==> config.mk <==
export PLATFORM = sky130hd
export DESIGN_NAME = ad7606_frame_packer
export DESIGN_NICKNAME = d
export VERILOG_FILES = /design/src/rtl/ad7606_frame_packer.sv
export SDC_FILE = /design/constraint.sdc
export NUM_CORES = 1
export LEC_CHECK = 0
export ABC_AREA = 1
export BUFFER_PORTS_ARGS = -buffer_cell sky130_fd_sc_hd__buf_2
export CORE_ASPECT_RATIO = 1.5
export CORE_MARGIN = 4
export CORE_UTILIZATION = 34
export CTS_BUF_LIST = sky130_fd_sc_hd__clkbuf_16
export DETAILED_ROUTE_END_ITERATION = 10
export PLACE_DENSITY = 0.57
export SLEW_MARGIN = 10
export SYNTH_ARGS = -nofsm -noshare
export SYNTH_HDL_FRONTEND = slang
export SYNTH_SLANG_ARGS = --single-unit
==> constraint.sdc <==
create_clock -name sys_clk_i -period 20.1 [get_ports sys_clk_i]
set_input_delay 4.02 -clock sys_clk_i [delete_from_list [all_inputs] [get_ports sys_clk_i]]
set_output_delay 4.02 -clock sys_clk_i [all_outputs]
set_load 0.05 [all_outputs]
==> src/rtl/ad7606_frame_packer.sv <==
// AD7606 frame packer: 2-deep sample buffer, streams {A5,fcnt}, CH1..CH8 over valid/ready; one registered output stage.
// Define AD7606_PACK_CHECKSUM_EN to append an XOR checksum word (carries m_last_o) to every frame.
module ad7606_frame_packer #(
  parameter logic [7:0] HEADER_BYTE = 8'hA5,
  parameter int         FCNT_W      = 8,
  parameter int         OVF_CNT_W   = 16
) (
  input  logic                 sys_clk_i,
  input  logic                 rst_i,
  input  logic                 data_flag_i,
  input  logic [15:0]          ch1_data_i,
  input  logic [15:0]          ch2_data_i,
  input  logic [15:0]          ch3_data_i,
  input  logic [15:0]          ch4_data_i,
  input  logic [15:0]          ch5_data_i,
  input  logic [15:0]          ch6_data_i,
  input  logic [15:0]          ch7_data_i,
  input  logic [15:0]          ch8_data_i,
  output logic [15:0]          m_data_o,
  output logic                 m_valid_o,
  input  logic                 m_ready_i,
  output logic                 m_last_o,
  output logic                 busy_o,
  output logic                 ovf_o,
  output logic [OVF_CNT_W-1:0] ovf_cnt_o,
  input  logic                 clr_ovf_i
);

  typedef struct packed {
    logic [FCNT_W-1:0] fcnt;
    logic [7:0][15:0]  ch;
  } sample_t;

`ifdef AD7606_PACK_CHECKSUM_EN
  typedef enum logic [1:0] {ST_IDLE, ST_HDR, ST_CH, ST_CSUM} state_t;
`else
  typedef enum logic [1:0] {ST_IDLE, ST_HDR, ST_CH} state_t;
`endif

  logic                 flag_q;
  logic [FCNT_W-1:0]    fcnt_q;
  logic [1:0]           wr_ptr_q;
  logic [1:0]           rd_ptr_q;
  sample_t              buf_q [2];
  state_t               state_q, state_d;
  logic [2:0]           idx_q, idx_d;
  logic [15:0]          data_q, data_d;
  logic                 vld_q, vld_d;
  logic                 last_q, last_d;
  logic                 ovf_q;
  logic [OVF_CNT_W-1:0] ovf_cnt_q;

  logic    capture, buf_empty, buf_full, inflight, last_hs, accept, drop, out_free;
  sample_t cur;
  logic [15:0] hdr_word;

  assign capture   = data_flag_i & ~flag_q;
  assign buf_empty = (wr_ptr_q == rd_ptr_q);
  assign buf_full  = (wr_ptr_q[0] == rd_ptr_q[0]) && (wr_ptr_q[1] != rd_ptr_q[1]);
  // The last word of a frame can still sit in the output register after the FSM moved on;
  // its buffer entry stays owned until that word is accepted.
  assign inflight  = vld_q & last_q;
  assign last_hs   = vld_q & last_q & m_ready_i;
  assign accept    = capture & (~buf_full | last_hs);
  assign drop      = capture & ~accept;
  assign out_free  = ~vld_q | m_ready_i;
  assign cur       = buf_q[rd_ptr_q[0] ^ inflight];
  assign hdr_word  = {HEADER_BYTE, cur.fcnt};

`ifdef AD7606_PACK_CHECKSUM_EN
  logic [15:0] csum_word;
  always_comb begin
    csum_word = hdr_word;
    for (int i = 0; i < 8; i++) csum_word ^= cur.ch[i];
  end
`endif

  always_comb begin
    state_d = state_q;
    idx_d   = idx_q;
    data_d  = data_q;
    last_d  = last_q;
    vld_d   = vld_q & ~m_ready_i;
    case (state_q)
      ST_IDLE: begin
        if (inflight ? buf_full : ~buf_empty) state_d = ST_HDR;
      end
      ST_HDR: begin
        if (out_free) begin
          vld_d   = 1'b1;
          data_d  = hdr_word;
          last_d  = 1'b0;
          idx_d   = 3'd0;
          state_d = ST_CH;
        end
      end
      ST_CH: begin
        if (out_free) begin
          vld_d  = 1'b1;
          data_d = cur.ch[idx_q];
          last_d = 1'b0;
          idx_d  = idx_q + 3'd1;
          if (idx_q == 3'd7) begin
`ifdef AD7606_PACK_CHECKSUM_EN
            state_d = ST_CSUM;
`else
            last_d  = 1'b1;
            state_d = ST_IDLE;
`endif
          end
        end
      end
`ifdef AD7606_PACK_CHECKSUM_EN
      ST_CSUM: begin
        if (out_free) begin
          vld_d   = 1'b1;
          data_d  = csum_word;
          last_d  = 1'b1;
          state_d = ST_IDLE;
        end
      end
`endif
      default: state_d = ST_IDLE;
    endcase
  end

  always_ff @(posedge sys_clk_i) begin
    if (rst_i) begin
      flag_q    <= 1'b0;
      fcnt_q    <= '0;
      wr_ptr_q  <= 2'd0;
      rd_ptr_q  <= 2'd0;
      state_q   <= ST_IDLE;
      idx_q     <= 3'd0;
      data_q    <= 16'd0;
      vld_q     <= 1'b0;
      last_q    <= 1'b0;
      ovf_q     <= 1'b0;
      ovf_cnt_q <= '0;
    end else begin
      flag_q  <= data_flag_i;
      state_q <= state_d;
      idx_q   <= idx_d;
      data_q  <= data_d;
      vld_q   <= vld_d;
      last_q  <= last_d;
      if (capture) fcnt_q   <= fcnt_q + FCNT_W'(1);
      if (accept)  wr_ptr_q <= wr_ptr_q + 2'd1;
      if (last_hs) rd_ptr_q <= rd_ptr_q + 2'd1;
      if (clr_ovf_i) begin
        ovf_q     <= 1'b0;
        ovf_cnt_q <= '0;
      end else if (drop) begin
        ovf_q <= 1'b1;
        if (~&ovf_cnt_q) ovf_cnt_q <= ovf_cnt_q + OVF_CNT_W'(1);
      end
    end
  end

  // Storage needs no reset: the pointers define what is valid.
  always_ff @(posedge sys_clk_i) begin
    if (accept) begin
      buf_q[wr_ptr_q[0]] <= {fcnt_q, ch8_data_i, ch7_data_i, ch6_data_i, ch5_data_i,
                             ch4_data_i, ch3_data_i, ch2_data_i, ch1_data_i};
    end
  end

  assign m_data_o  = data_q;
  assign m_valid_o = vld_q;
  assign m_last_o  = last_q;
  assign busy_o    = (state_q != ST_IDLE) | ~buf_empty;
  assign ovf_o     = ovf_q;
  assign ovf_cnt_o = ovf_cnt_q;

endmodule

==> results of run 1 <==
worst max-delay path, delay by kind of cell:
family | cells | cell delay, ns
buffers and inverters | 5 | 1.61
and+or+nand+nor | 3 | 0.55
path summary, 6_finish.rpt:
path,start,to,slack [ns],depth (start not counted)
min,fcnt_q[6],buf_q[1][134],0.46,0
min reg2reg,fcnt_q[6],buf_q[1][134],0.46,0
max,data_flag_i,buf_q[1][28],13.96,8
max reg2reg,m_last_o,m_data_o[4],16.40,11
state kept, by name, summed over array words and instances (netlist names):
name       cells
flag_q         1
idx_q          3
m_last_o       1
ovf_cnt_o     16
m_data_o      16
fcnt_q         8
rd_ptr_q       2
m_valid_o      1
wr_ptr_q       2
ovf_o          1
state_q        2
buf_q        272
stage by stage:
stage	std cells	utilization, %
6_report	1913	40.4
5_1_grt	1909	40.4
4_1_cts	1907	40.3
3_5_place_dp	1849	37.6
3_3_place_gp	1849	37.6
2_1_floorplan	1239	-
synth_stat cells (all sizes together):
cell type	number
and3	1
xnor2	6
dfxtp	53
o21a	2
buf	49
nand2	213
xor2	5
inv	132
a21oi	53
clkinv	1
clkbuf	21
edfxtp	272
nand4	2
nand3b	58
nand3	223
o21ai	61
o21bai	1
or2	1
ha	8
nor3	5
o22ai	1
nor4	2
o211ai	12
nor2	57
logic make-up after synthesis:
kind of cell | share of synthesized area [%]
AOI/OAI and AO/OA | 5.07
xor gates and xnor gates | 0.709
adders and majority gates | 0.736
buffers and inverters | 6.20
DFF | 67.9
and+or+nand+nor | 19.4
cell type report:
cell class              instances  share of cell area [%]
well taps                     500                    3.93
diodes                          6                  0.0943
flip-flops and latches        325                    58.0
inverters                     133                    3.18
multi-input cells             711                    22.3
repair buffers                180                    5.85
clock inverters                27                    1.81
clock buffers                  31                    4.87
power by group through the flow:
stage               registers (mW)  logic (mW)  clock network, mW
global route                 0.802       0.323              0.657
finish                       0.798       0.294              0.611
detailed placement           0.813       0.299                  0
CTS                          0.798       0.300              0.627
global placement             0.811       0.297                  0
floorplan                    0.861       0.148                  0
per-layer routing:
metal	track usage, %	share of wire [%]
met3	2.98	5.0
met1	18.5	38
met2	31.0	55
met5	0	0.094
met4	4.28	2.1
==> impl_metrics.yaml, run 1 <==
critical_path:
  cpPeakStageDelay_ns: 0.90
  arrival_ns: 6.33
  crit_required_ns: 20.28
  endpoint_kind: "flop"
  start_kind: "input port"
  path_max_fanout: 76
  path_class: "input port to flop"
  path_cells: "buf_2 > inv_1 > nor2_1 > nand2_1 > inv_1 > nand2_1 > inv_6 > buf_4"
  slowest_stage: "buf_4"
clock_tree:
  clk_pin_slew_worst_paths_ns: 0.07
  clockBufferDepth: 3
  cts-root-buf: "clkbuf_16"
  postCtsSetupRepairBufs: 0
  htreeDepth: 1
  cts_tree: "built"
  cts_buffers: 31
  clock_latency_ns: 0.57
  clock-sinks: 325
  post_cts_resized: 0
  ctsHoldBuffers: 0
die:
  rows: 89
  core_area_um2: 39400
  initial_core_util_pct: 34.5
  die_w_um: 171
  io_pins: 169
  dieHeight_um: 253
  dieArea_um2: 43300
final_layout:
  seq_area_um2: 9230
  layout_commonest_cell: "edfxtp_1"
  layout_common_cells: "272 x edfxtp_1, 222 x nand3_1, 211 x nand2_1"
  final_nets: 1523
  area_delta_synth_final_pct: 17.1
  fillers: 3839
  multi_input_area_um2: 3550
  final_layout_size_suffix_gt1_share_pct: 17.1
  fin_area_um2: 15900
synth:
  synth_area_um2: 13600
  netlist_instances: 1239
  synth_top_area_share_pct: 60.1
  synthDistinctLibCells: 31
  syn-num-nets: 1380
  seq_area_frac_synth_pct: 67.9
  synth_seq_cells: 325
  syn_area_per_cell_um2: 11.0
  yosys-top-cells-area: "edfxtp_1 60%, nand3_1 8.2%, dfxtp_1 7.8%, nand2_1 5.9%, inv_1 3.5%"
  yosysTopAreaCell: "edfxtp_1"
  synth-warning-count: 0
sta:
  worst_pin_slew_ns: 1.12
  maxSlewViolCount: 0
  period_share_pct: 30.6
  relSlewSlack_pct: 25.5
  fmax_ghz: 0.163
  final-hold-violation-count: 0
  hold_slack_ns: 0.455
  fin_ws_ns: 13.96
  rsz0062_at_grt: "no"
  fin_crit_ns: 6.14
  setup_tns_ns: 0
  fin_skew_ns: 0.0113
  setup_viol: 0
grt:
  grt_usage_pct: 16.3
  grt_pass1_vias: 9277
  grt_pass1_wl_mm: 54.2
  grt_max_degree: 105
  grt_overflow: 0
  antenna_found_initial: 9
power:
  p_clk_share_pct: 35.9
  total_power_mw: 1.70
  power.internal_mw: 1.22
  power.switching_mw: 0.486
  power.leakage_nw: 6.19
  vdd_drop_max_mv: 0.0818
  power_density_nw_per_um2: 107
  comb_power_share_pct: 17.3
  p_seq_share_pct: 46.9
  netSwitchingFraction_pct: 28.5
drt:
  drc_errors: 0
  drtIter0Drc: 539
  dr.pass1.iters: 5
  via_per_inst: 4.87
  wl_per_cell_um: 18.8
  vias: 9307
  drt_wl_total_mm: 36.0
  drtAntennaViolNets: 0
run_status:
  status: "completed"
job:
  cap_violations: 0
place:
  gp_congestion: 0.771
  placed_area_um2: 14800
  place_ws_ns: 13.34
  place_hpwl_mm: 22.9
  port_buffers: 168
hold_path:
  hold_path.class: "flop to flop"
Note: power is estimated with default switching activity, not from simulation.
==> inputs of run 2 (changes only) <==
--- a/config.mk
+++ b/config.mk
@@ -12,7 +12,7 @@
 export CORE_UTILIZATION = 34
 export CTS_BUF_LIST = sky130_fd_sc_hd__clkbuf_16
 export DETAILED_ROUTE_END_ITERATION = 10
-export PLACE_DENSITY = 0.57
+export PLACE_DENSITY = 0.59
 export SLEW_MARGIN = 10
 export SYNTH_ARGS = -nofsm -noshare
 export SYNTH_HDL_FRONTEND = slang
==> constraint.sdc (replaced) <==
create_clock -name sys_clk_i -period 5.4 [get_ports sys_clk_i]
set_input_delay 1.08 -clock sys_clk_i [delete_from_list [all_inputs] [get_ports sys_clk_i]]
set_output_delay 1.08 -clock sys_clk_i [all_outputs]
set_load 0.05 [all_outputs]
==> run 2 against run 1 <==
Compared with the run above: sequential power grew to 3.7 times the previous value; clock power grew to 4.0 times the previous value; register-to-register slack worse by 14 ns; total power grew to 3.8 times the previous value; critical path type is now flop to flop.
==> impl_metrics.yaml, run 2 (synthesized netlist as in run 1, its figures left out) <==
final_layout:
  layout_common_cells: "272 x edfxtp_1, 222 x nand3_1, 211 x nand2_1"
  largest_reg_flops: 272
  final_layout_size_suffix_gt1_share_pct: 17.5
  final_nets: 1530
  layout_commonest_cell: "edfxtp_1"
  area_delta_synth_final_pct: 18.1
critical_path:
  r2r_start: "m_last_o"
  path_class: "flop to flop"
  path_cells: "nand3_2 > nand2_4 > buf_4 > buf_4 > nand2_1 > nand3_1 > nand3_1 > nand3_1 > nand3_1 > nand2_1 > a21oi_1"
  critPathLaunch: "m_last_o"
  path_max_fanout: 81
  crit_family: "buffers and inverters"
  rr_worst_depth: 11
  start_kind: "flop"
  crit_buf_inv: 2
  endpoint_kind: "flop"
  rrSetupSlack_ns: 2.31
  cp_num_cells: 11
  slowest_stage: "buf_4"
  cpPeakStageDelay_ns: 0.76
  crit_top_cell: "nand3_1"
  crit_required_ns: 5.80
  arrival_ns: 3.50
clock_tree:
  htreeDepth: 2
  clk_pin_slew_worst_paths_ns: 0.06
  postCtsSetupRepairBufs: 0
  cts_buffers: 34
  cts-root-buf: "clkbuf_16"
  cts_tree: "built"
  post_cts_resized: 0
  ctsHoldBuffers: 0
  clockBufferDepth: 3
  clock-sinks: 325
  clock_latency_ns: 0.53
grt:
  grt_pass1_wl_mm: 55.2
  grt_pass1_vias: 9579
  grt_max_degree: 98
  grt_overflow: 0
  antenna_found_initial: 10
  grt_usage_pct: 16.6
sta:
  period_share_pct: 57.3
  rsz0062_at_grt: "no"
  fmax_ghz: 0.323
  final-hold-violation-count: 0
  setup_tns_ns: 0
  fin_skew_ns: 0.0171
  hold_slack_ns: 0.462
  worst_pin_slew_ns: 1.11
  maxSlewViolCount: 0
  setup_viol: 0
  fin_crit_ns: 3.09
  relSlewSlack_pct: 25.9
drt:
  drtAntennaViolNets: 0
  drt_wl_total_mm: 36.3
  via_per_inst: 4.97
  vias: 9528
  wl_per_cell_um: 18.9
  drc_errors: 0
  dr.pass1.iters: 5
  drtIter0Drc: 575
die:
  rows: 89
  dieHeight_um: 253
  die_w_um: 171
  core_area_um2: 39400
  initial_core_util_pct: 34.5
  io_pins: 169
  dieArea_um2: 43300
place:
  place_hpwl_mm: 23.6
  port_buffers: 168
  gp_congestion: 0.802
run_status:
  status: "completed"
power:
  power.leakage_nw: 6.29
  power.internal_mw: 4.66
  p_clk_share_pct: 37.4
  netSwitchingFraction_pct: 28.2
  comb_power_share_pct: 16.7
  p_seq_share_pct: 45.9
  vdd_drop_max_mv: 0.302
  power_density_nw_per_um2: 405
  power.switching_mw: 1.83
job:
  cap_violations: 0
hold_path:
  min_path_cells: 0
  hp-start: "fcnt_q[2]"
  hold_path.class: "flop to flop"
## run 2: through the flow
stage | util, % | power, mW | cells | setup slack (ns) | cell area (µm²)
CTS | 40.7 | 6.58 | 1915 | 2.28 | 16000
global placement | 37.7 | 4.13 | 1853 | 2.03 | 14900
finish | 40.7 | 6.49 | 1919 | 2.31 | 16100
detailed placement | 37.7 | 4.14 | 1853 | 2.00 | 14900
global route | 40.7 | 6.78 | 1919 | 2.00 | 16100
floorplan | - | 3.75 | 1239 | 0.658 | 13600
## run 2: worst paths after layout
| kind | to |
|---|---|
| setup / recovery | m_data_o[7] |
| hold / removal | buf_q[1][130] |
| setup reg to reg | m_data_o[7] |
| hold reg to reg | buf_q[1][130] |
## run 2: area by class of cell
cell class              instances  area [µm²]
fillers                      3796       23400
flip-flops and latches        325        9230
multi-input cells             711        3540
repair buffers                184         973
clock buffers                  38         951
well taps                     500         626
inverters                     133         505
clock inverters                24         218
diodes                          4        10.0
## run 2: power by group through the flow
stage,Clock (mW),Sequential [mW],Combinational [mW]
2_1_floorplan,0,3.19,0.552
3_3_place_gp,0,3.03,1.10
3_5_place_dp,0,3.03,1.10
4_1_cts,2.49,2.98,1.11
5_1_grt,2.58,2.99,1.20
6_report,2.43,2.98,1.08
## run 2: metal layers
metal / vias up / GRT usage, % / wire (µm)
met2: 234 / 31.2 / 20000
met5: - / 0 / 28
met1: 4638 / 18.6 / 13400
li1: 4586 / - / -
met4: 4 / 5.75 / 1080
met3: 66 / 3.28 / 1810
==> inputs of run 3 (changes only) <==
==> constraint.sdc (replaced) <==
create_clock -name sys_clk_i -period 2.63 [get_ports sys_clk_i]
set_input_delay 0.526 -clock sys_clk_i [delete_from_list [all_inputs] [get_ports sys_clk_i]]
set_output_delay 0.526 -clock sys_clk_i [all_outputs]
set_load 0.05 [all_outputs]
==> run 3 against run 2 <==
Compared with the run above: setup slack got worse by 1.9 ns; critical path type is now flop to primary output; combinational power up 120%; core utilization increased by 0.17 points; total power increased by 95%; count of clock-buffer cells in the layout shrank 7; sequential share of layout area is 0.18 points lower; clock power rose by 70%; highest routed layer unchanged; global-route usage is 0.55 points higher; die area is the same; non-clock buffer count increased by 23; sequential power grew 110%; worst hold slack worse by 0.33 ns.
==> impl_metrics.yaml, run 3 (synthesized netlist as in run 1, its figures left out) <==
final_layout:
  fin_util_pct: 40.9
  layout_commonest_cell: "edfxtp_1"
  area_delta_synth_final_pct: 18.6
  largest_reg_flops: 272
  final_layout_size_suffix_gt1_share_pct: 18.8
  fillers: 3841
  final_nets: 1550
  layout_common_cells: "272 x edfxtp_1, 221 x nand3_1, 209 x nand2_1"
  seq_area_um2: 9240
  multi_input_area_um2: 3560
clock_tree:
  clk_pin_slew_worst_paths_ns: 0.06
  cts_tree: "built"
  postCtsSetupRepairBufs: 0
  ctsHoldBuffers: 0
  cts-root-buf: "clkbuf_16"
  clock-sinks: 325
  post_cts_resized: 0
  clock_latency_ns: 0.58
  htreeDepth: 1
  clockBufferDepth: 3
  cts_buffers: 31
drt:
  drc_errors: 0
  dr.pass1.iters: 5
  drtIter0Drc: 505
  drtAntennaViolNets: 0
  wl_per_cell_um: 19.5
  drt_wl_total_mm: 37.8
  vias: 9538
  via_per_inst: 4.93
place:
  place_hpwl_mm: 26.7
  place_ws_ns: 0.456
  gp_congestion: 0.857
  port_buffers: 168
sta:
  setup_tns_ns: 0
  rsz0062_at_grt: "no"
  setup_viol: 0
  final-hold-violation-count: 0
  period_share_pct: 85.0
  fin_skew_ns: 0.00780
  worst_pin_slew_ns: 0.719
  fin_crit_ns: 2.23
  hold_slack_ns: 0.134
  relSlewSlack_pct: 52.0
  fmax_ghz: 0.448
  fin_ws_ns: 0.396
  maxSlewViolCount: 0
grt:
  grt_pass1_wl_mm: 56.6
  antenna_found_initial: 3
  grt_pass1_vias: 9589
  grt_max_degree: 65
  grt_usage_pct: 17.2
  grt_overflow: 0
critical_path:
  cp_num_cells: 3
  path_max_fanout: 4
  path_cells: "xor2_1 > nand3b_1 > buf_2"
  crit_buf_inv: 1
  crit_required_ns: 2.10
  cpPeakStageDelay_ns: 0.39
  rrSetupSlack_ns: 0.44
  endpoint_kind: "primary output"
  start_kind: "flop"
  slowest_stage: "dfxtp_2"
  crit_family: "flip-flops"
  crit_path_end: "busy_o"
  critPathLaunch: "wr_ptr_q[0]"
  arrival_ns: 1.71
  rr_worst_depth: 9
  crit-reg2reg-capture: "ovf_cnt_o[10]"
  path_class: "flop to primary output"
  r2r_start: "ovf_cnt_o[0]"
die:
  initial_core_util_pct: 34.5
  io_pins: 169
  dieArea_um2: 43300
  die_w_um: 171
  rows: 89
  dieHeight_um: 253
  core_area_um2: 39400
power:
  power.leakage_nw: 6.31
  vdd_drop_max_mv: 0.537
  power.internal_mw: 8.90
  comb_power_share_pct: 18.7
  power_density_nw_per_um2: 787
  netSwitchingFraction_pct: 29.8
  total_power_mw: 12.7
  p_seq_share_pct: 48.7
  power.switching_mw: 3.78
  p_clk_share_pct: 32.6
job:
  cap_violations: 0
hold_path:
  hold_path.class: "input port to flop"
run_status:
  status: "completed"
run 3: area by class of cell:
class	instances	share of cell area, %
timing repair buffer	207	7.81
antenna	1	0.0155
inverter	133	3.12
clock inverter	27	0.978
multi-input combinational	711	22.1
clock buffer	31	4.81
sequential	325	57.3
tap	500	3.88
run 3: metrics by stage:
step,cell area (µm²),cells
after floorplan,13600,1239
after global placement,15200,1876
after detailed placement,15200,1876
after CTS,16100,1934
after global routing,16100,1934
final,16100,1935
run 3: metal layers:
| metal | GRT usage, % | share of wire (%) | vias to the layer above | wire (µm) |
|---|---|---|---|---|
| li1 | - | - | 4620 | - |
| met1 | 18.3 | 36 | 4598 | 13500 |
| met2 | 33.1 | 55 | 235 | 20900 |
| met3 | 2.81 | 4.9 | 81 | 1870 |
| met4 | 6.95 | 4.0 | 4 | 1490 |
| met5 | 0 | 0.071 | - | 27 |
run 3: worst min path at each step:
stage                              start             to  depth (start not counted)
final                     ch8_data_i[14]  buf_q[1][126]                          1
after CTS                 ch8_data_i[14]  buf_q[0][126]                          1
after global routing      ch8_data_i[14]  buf_q[0][126]                          1
after global placement         fcnt_q[6]  buf_q[1][134]                          0
after floorplan                fcnt_q[2]  buf_q[0][130]                          0
after detailed placement       fcnt_q[6]  buf_q[1][134]                          0
run 3: worst register-to-register path, delay by kind of cell (launching register included):
kind / cells / cell delay (ns)
adders and majority gates: 1 / 0.24
and+or+nand+nor: 8 / 1.39
DFF: 1 / 0.45
run 3: power groups by stage:
stage	Sequential [mW]	Combinational [mW]	Clock (mW)
after floorplan	6.56	1.14	0
after global placement	6.29	2.40	0
after detailed placement	6.29	2.41	0
after CTS	6.19	2.42	4.25
after global routing	6.20	2.59	4.47
final	6.17	2.37	4.14
